### src/rtl/alu_arbiter.sv
// ---------------------------------------------------------------------------
// alu_arbiter
//   Shares one combinational ALU between two requesters (0 = EX stage,
//   1 = auxiliary address/branch-target unit). Round-robin arbitration,
//   registered ALU control/operands, captured result returned to the
//   granted requester over a valid/ready handshake.
//
// Ports
//   clk          rising-edge clock
//   arst_n       reset, synchronous, active-low (sampled on clk only)
//   req_valid    [1:0] request valid per requester
//   req_ready    [1:0] request accept, one-hot or zero (combinational, IDLE only)
//   req_ctrl_0/1 [3:0] ALU control code per requester
//   req_a_0/1    operand A per requester
//   req_b_0/1    operand B per requester
//   alu_ctrl     registered control code to the ALU
//   alu_op_a/b   registered operands to the ALU
//   alu_result   combinational ALU result
//   alu_zero     combinational ALU zero flag
//   resp_valid   [1:0] response valid, one-hot or zero
//   resp_ready   [1:0] response accept per requester
//   resp_result  captured ALU result
//   resp_zero    captured zero flag
//   resp_err     requested control code was illegal (ADD was executed)
// ---------------------------------------------------------------------------
module alu_arbiter #(
  parameter int DATA_W = 64
) (
  input  logic              clk,
  input  logic              arst_n,
  input  logic [1:0]        req_valid,
  output logic [1:0]        req_ready,
  input  logic [3:0]        req_ctrl_0,
  input  logic [3:0]        req_ctrl_1,
  input  logic [DATA_W-1:0] req_a_0,
  input  logic [DATA_W-1:0] req_b_0,
  input  logic [DATA_W-1:0] req_a_1,
  input  logic [DATA_W-1:0] req_b_1,
  output logic [3:0]        alu_ctrl,
  output logic [DATA_W-1:0] alu_op_a,
  output logic [DATA_W-1:0] alu_op_b,
  input  logic [DATA_W-1:0] alu_result,
  input  logic              alu_zero,
  output logic [1:0]        resp_valid,
  input  logic [1:0]        resp_ready,
  output logic [DATA_W-1:0] resp_result,
  output logic              resp_zero,
  output logic              resp_err
);

  typedef enum logic [1:0] {
    IDLE = 2'd0,
    EXEC = 2'd1,
    RESP = 2'd2
  } state_t;

  state_t            r_state;
  logic              r_prio;
  logic              r_grant;
  logic              r_err;
  logic [3:0]        r_alu_ctrl;
  logic [DATA_W-1:0] r_alu_op_a;
  logic [DATA_W-1:0] r_alu_op_b;
  logic [DATA_W-1:0] r_resp_result;
  logic              r_resp_zero;
  logic              r_resp_err;

  logic              w_winner;
  logic [3:0]        w_ctrl;
  logic [DATA_W-1:0] w_a;
  logic [DATA_W-1:0] w_b;
  logic [3:0]        w_ctrl_legal;
  logic              w_illegal;

  // Winner selection and control-code legalisation.
  always_comb begin
    // Under contention prio decides; otherwise the single active bit wins.
    w_winner = (req_valid == 2'b11) ? r_prio : req_valid[1];
    w_ctrl   = w_winner ? req_ctrl_1 : req_ctrl_0;
    w_a      = w_winner ? req_a_1 : req_a_0;
    w_b      = w_winner ? req_b_1 : req_b_0;

    // Codes outside the decoder's set execute as ADD and flag an error.
    case (w_ctrl)
      4'd0, 4'd1, 4'd2, 4'd3, 4'd4, 4'd6, 4'd7: begin
        w_ctrl_legal = w_ctrl;
        w_illegal    = 1'b0;
      end
      default: begin
        w_ctrl_legal = 4'd2;
        w_illegal    = 1'b1;
      end
    endcase

    req_ready = 2'b00;
    if (r_state == IDLE && req_valid != 2'b00) begin
      req_ready[w_winner] = 1'b1;
    end
  end

  always_ff @(posedge clk) begin
    if (!arst_n) begin
      r_state       <= IDLE;
      r_prio        <= 1'b0;
      r_grant       <= 1'b0;
      r_err         <= 1'b0;
      r_alu_ctrl    <= '0;
      r_alu_op_a    <= '0;
      r_alu_op_b    <= '0;
      r_resp_result <= '0;
      r_resp_zero   <= 1'b0;
      r_resp_err    <= 1'b0;
    end else begin
      case (r_state)
        IDLE: begin
          if (req_valid != 2'b00) begin
            r_alu_ctrl <= w_ctrl_legal;
            r_alu_op_a <= w_a;
            r_alu_op_b <= w_b;
            r_grant    <= w_winner;
            r_err      <= w_illegal;
            r_state    <= EXEC;
          end
        end
        EXEC: begin
          // ALU has had a full cycle on the registered operands.
          r_resp_result <= alu_result;
          r_resp_zero   <= alu_zero;
          r_resp_err    <= r_err;
          r_state       <= RESP;
        end
        RESP: begin
          // Only the granted requester's ready completes the handshake.
          if (resp_ready[r_grant]) begin
            r_prio  <= ~r_grant;
            r_state <= IDLE;
          end
        end
        default: r_state <= IDLE;
      endcase
    end
  end

  assign resp_valid  = (r_state == RESP) ? (r_grant ? 2'b10 : 2'b01) : 2'b00;
  assign alu_ctrl    = r_alu_ctrl;
  assign alu_op_a    = r_alu_op_a;
  assign alu_op_b    = r_alu_op_b;
  assign resp_result = r_resp_result;
  assign resp_zero   = r_resp_zero;
  assign resp_err    = r_resp_err;

endmodule
### config.mk
export PLATFORM = sky130hd
export DESIGN_NAME = alu_arbiter
export DESIGN_NICKNAME = d
export VERILOG_FILES = /design/src/rtl/alu_arbiter.sv
export SDC_FILE = /design/constraint.sdc
export NUM_CORES = 1
export LEC_CHECK = 0
export BUFFER_PORTS_ARGS = -buffer_cell sky130_fd_sc_hd__buf_2
export CAP_MARGIN = 25
export CORE_AREA = 2 2 207 209
export CTS_CLUSTER_DIAMETER = 100
export DETAILED_ROUTE_END_ITERATION = 7
export DIE_AREA = 0 0 209 211
export SLEW_MARGIN = 20
export SYNTH_ARGS = -nofsm -noshare
export SYNTH_HDL_FRONTEND = slang
export SYNTH_SLANG_ARGS = --single-unit
### constraint.sdc
create_clock -name clk -period 1.9 [get_ports clk]
set_input_delay 0.475 -clock clk [delete_from_list [all_inputs] [get_ports clk]]
set_output_delay 0.475 -clock clk [all_outputs]
set_load 0.03 [all_outputs]
==> flow_metrics.env <==
export IMPL_antenna_found_initial=1
export IMPL_io_pins=537
export IMPL_nets=1640
export IMPL_ant_nets=0
export IMPL_status="finished, violations left"
export IMPL_start_util_pct=17.6
export IMPL_final_hold_violation_count=0
export IMPL_crit_arrival_ps=1360
export IMPL_cts_root_buf="clkbuf_16"
export IMPL_htreeDepth=1
export IMPL_grt_pass1_wl_um=41600
export IMPL_synth_seq_area_share_pct=55.2
export IMPL_use_met2_pct=19.8
export IMPL_violations="DRC"
export IMPL_relSlewSlack_pct=67.5
export IMPL_portBuffers=536
export IMPL_path_max_fanout=4
export IMPL_die_w_um=209
export IMPL_total_leakage_power_nw=5.46
export IMPL_dpl_cell_area_um2=10700
export IMPL_numCtsBuffers=23
export IMPL_fin_util_pct=27.6
export IMPL_cts_sinks=203
export IMPL_grt_usage_pct=11.6
export IMPL_use_met1_pct=14.0
export IMPL_holdWs_ps=197
export IMPL_ys_top_cells_by_count="dfxtp_1, nand2_1, nor2_1, a222oi_1, a21oi_1"
export IMPL_grt_max_degree=93
export IMPL_post_route_period_util_pct=96.5
export IMPL_synth_ff_type="dfxtp_1"
export IMPL_finalMaxSlewViolations=0
export IMPL_synth_area_leaders="dfxtp_1, a222oi_1, nand2_1"
export IMPL_hpwl_um=20600
export IMPL_max_cap_violations=0
export IMPL_cts_tree="yes"
export IMPL_rsz0062_at_grt="yes"
export IMPL_hp_class="input pin to flop"
export IMPL_synth_warnings=0
export IMPL_layout_setup_ws_ps=66.4
export IMPL_synth_top_area_share_pct=55.2
export IMPL_cp_start_kind="flop"
export IMPL_post_route_min_period_ps=1830
export IMPL_clock_latency_ps=510
export IMPL_synthesis_nets=1120
export IMPL_p_per_area_nw_per_um2=1030
export IMPL_drive_gt1_share_pct=47.1
export IMPL_routed_wl_um=28100
export IMPL_routedWlPerCell_um=15.1
export IMPL_cts_hold_buf=0
export IMPL_final_setup_viol_count=0
export IMPL_clk_pin_slew_worst_paths_ps=60
export IMPL_syn_inst=785
export IMPL_dr_pass1_iters=8
export IMPL_gp_congestion=0.834
export IMPL_cts_buffer_depth=3
export IMPL_fin_area_um2=11500
export IMPL_synth_edf_count=0
export IMPL_skew_ps=8.58
export IMPL_synth_cell_type_count=28
export IMPL_synth_most_common_cell="dfxtp_1"
export IMPL_diodes=0
export IMPL_syn2layout_area_growth_pct=56.5
export IMPL_rows=75
export IMPL_use_met3_pct=2.87
export IMPL_place_ws_ps=-8.44
export IMPL_die_area_um2=44100
export IMPL_drc=24
export IMPL_crit_required_ps=1420
export IMPL_busiest_layer="met2"
export IMPL_grt_ovfl_total=0
export IMPL_via_per_inst=4.54
export IMPL_ys_ff_latch=203
export IMPL_first_iter_violations=1127
export IMPL_crit_type="flop to output port"
export IMPL_grt_pass1_vias=7943
export IMPL_total_power_mw=11.9
export IMPL_die_y_um=211
export IMPL_worst_pin_slew_ps=487
export IMPL_core_um2=41800
export IMPL_yosys_area_top_type="dfxtp_1"
export IMPL_vias=8434
export IMPL_synth_area_per_cell_um2=9.38
export IMPL_async_flop_share_pct=0
export IMPL_synth_area_um2=7360
export IMPL_ir_drop_uv=507
export IMPL_critPathCaptureType="output port"
export IMPL_max_freq_ghz=0.545
worst paths after layout:
kind / from / endpoint / slack [ps] / cells past startpoint
max: r_prio / req_ready[1] / 70 / 3
min reg2reg: resp_result[11] / resp_result[11] / 450 / 2
min: alu_result[56] / resp_result[56] / 200 / 3
max reg2reg: r_prio / alu_op_b[27] / 90 / 6
layout make-up:
| class | instances | area, um2 |
|---|---|---|
| Clock buffer | 35 | 681 |
| Clock inverter | 3 | 15.0 |
| Fill cell | 4468 | 30200 |
| Tap cell | 539 | 674 |
| Sequential cell | 203 | 4070 |
| Inverter | 3 | 16.3 |
| Timing Repair Buffer | 573 | 3120 |
| Multi-Input combinational cell | 501 | 2940 |
layer usage:
layer / wire, um / part of all wire [%]
met5: 13 / 0.046
met4: 767 / 2.7
met3: 2740 / 9.7
met2: 13600 / 48
met1: 11000 / 39
where the power goes:
group          internal [mW]  leakage, nW  total, mW  switching [mW]
Clock                   2.44        0.345       4.14            1.70
Sequential              4.64         1.67       4.85           0.214
Combinational           1.07         3.45       2.86            1.80
Total                   8.15         5.46       11.9            3.71
logic make-up (layout without fill, tap and decap cells):
logic type,Yosys count,in the layout,share of synthesized area [%]
compound gates,211,211,23.5
buf+inv,81,614,5.54
flops,203,203,55.2
mux,3,3,0.408
simple gates,287,287,15.4
registers in the layout (all words and copies together), names as in the netlist:
register	count
resp_zero	1
resp_result	64
r_state	2
alu_op_a	64
r_err	1
resp_err	1
alu_ctrl	4
alu_op_b	64
r_grant	1
r_prio	1
through the flow:
stage / TNS [ps] / instances
global route: -10.5 / 1857
CTS: 0 / 1854
global placement: 0 / 1813
finish: 0 / 1857
detailed placement: -14.5 / 1813
floorplan: 0 / 785
cells in the final DEF (no fill, tap or decap):
cell type  netlist  layout
a211oi_1         1       1
a21boi_1         2       1
a21boi_2         0       1
a21oi_1         71      71
a222oi_1       128     128
a311oi_1         2       2
and2_4           0       2
and3_1           1       1
buf_12           0      11
buf_2           17     532
buf_4            0      26
buf_6           11       4
clkbuf_1        42       6
clkbuf_16        0      23
clkbuf_8         0       6
clkinv_2         0       3
dfxtp_1        203     200
dfxtp_2          0       2
dfxtp_4          0       1
inv_1            2       2
inv_6            0       1
mux2i_1          3       3
nand2_1        135     135
nand2b_1         2       1
nand2b_2         0       1
nand3b_1         1       1
nand4b_1         1       1
nor2_1         135     134
nor2_4           0       1
nor2b_1          6       4
nor2b_4          0       2
nor3b_1          1       1
o211a_4          0       1
o21ai_0          2       2
o21ai_1          2       1
o21ai_4          0       1
o221a_2          2       2
or2_2            1       1
or4b_1           2       2
critical path, stage by stage (launching register included):
cell	delay [ps]
dfxtp_2	340
buf_6	130
o211a_4	240
buf_6	140
what timing repair did:
action	in CTS	in global routing
pin swaps	2	3
setup buffers	3	3
endpoints found under the setup margin	4	3
hold endpoints to repair	0	0
resized for setup	17	1
Power figures use the tool's default switching activity.
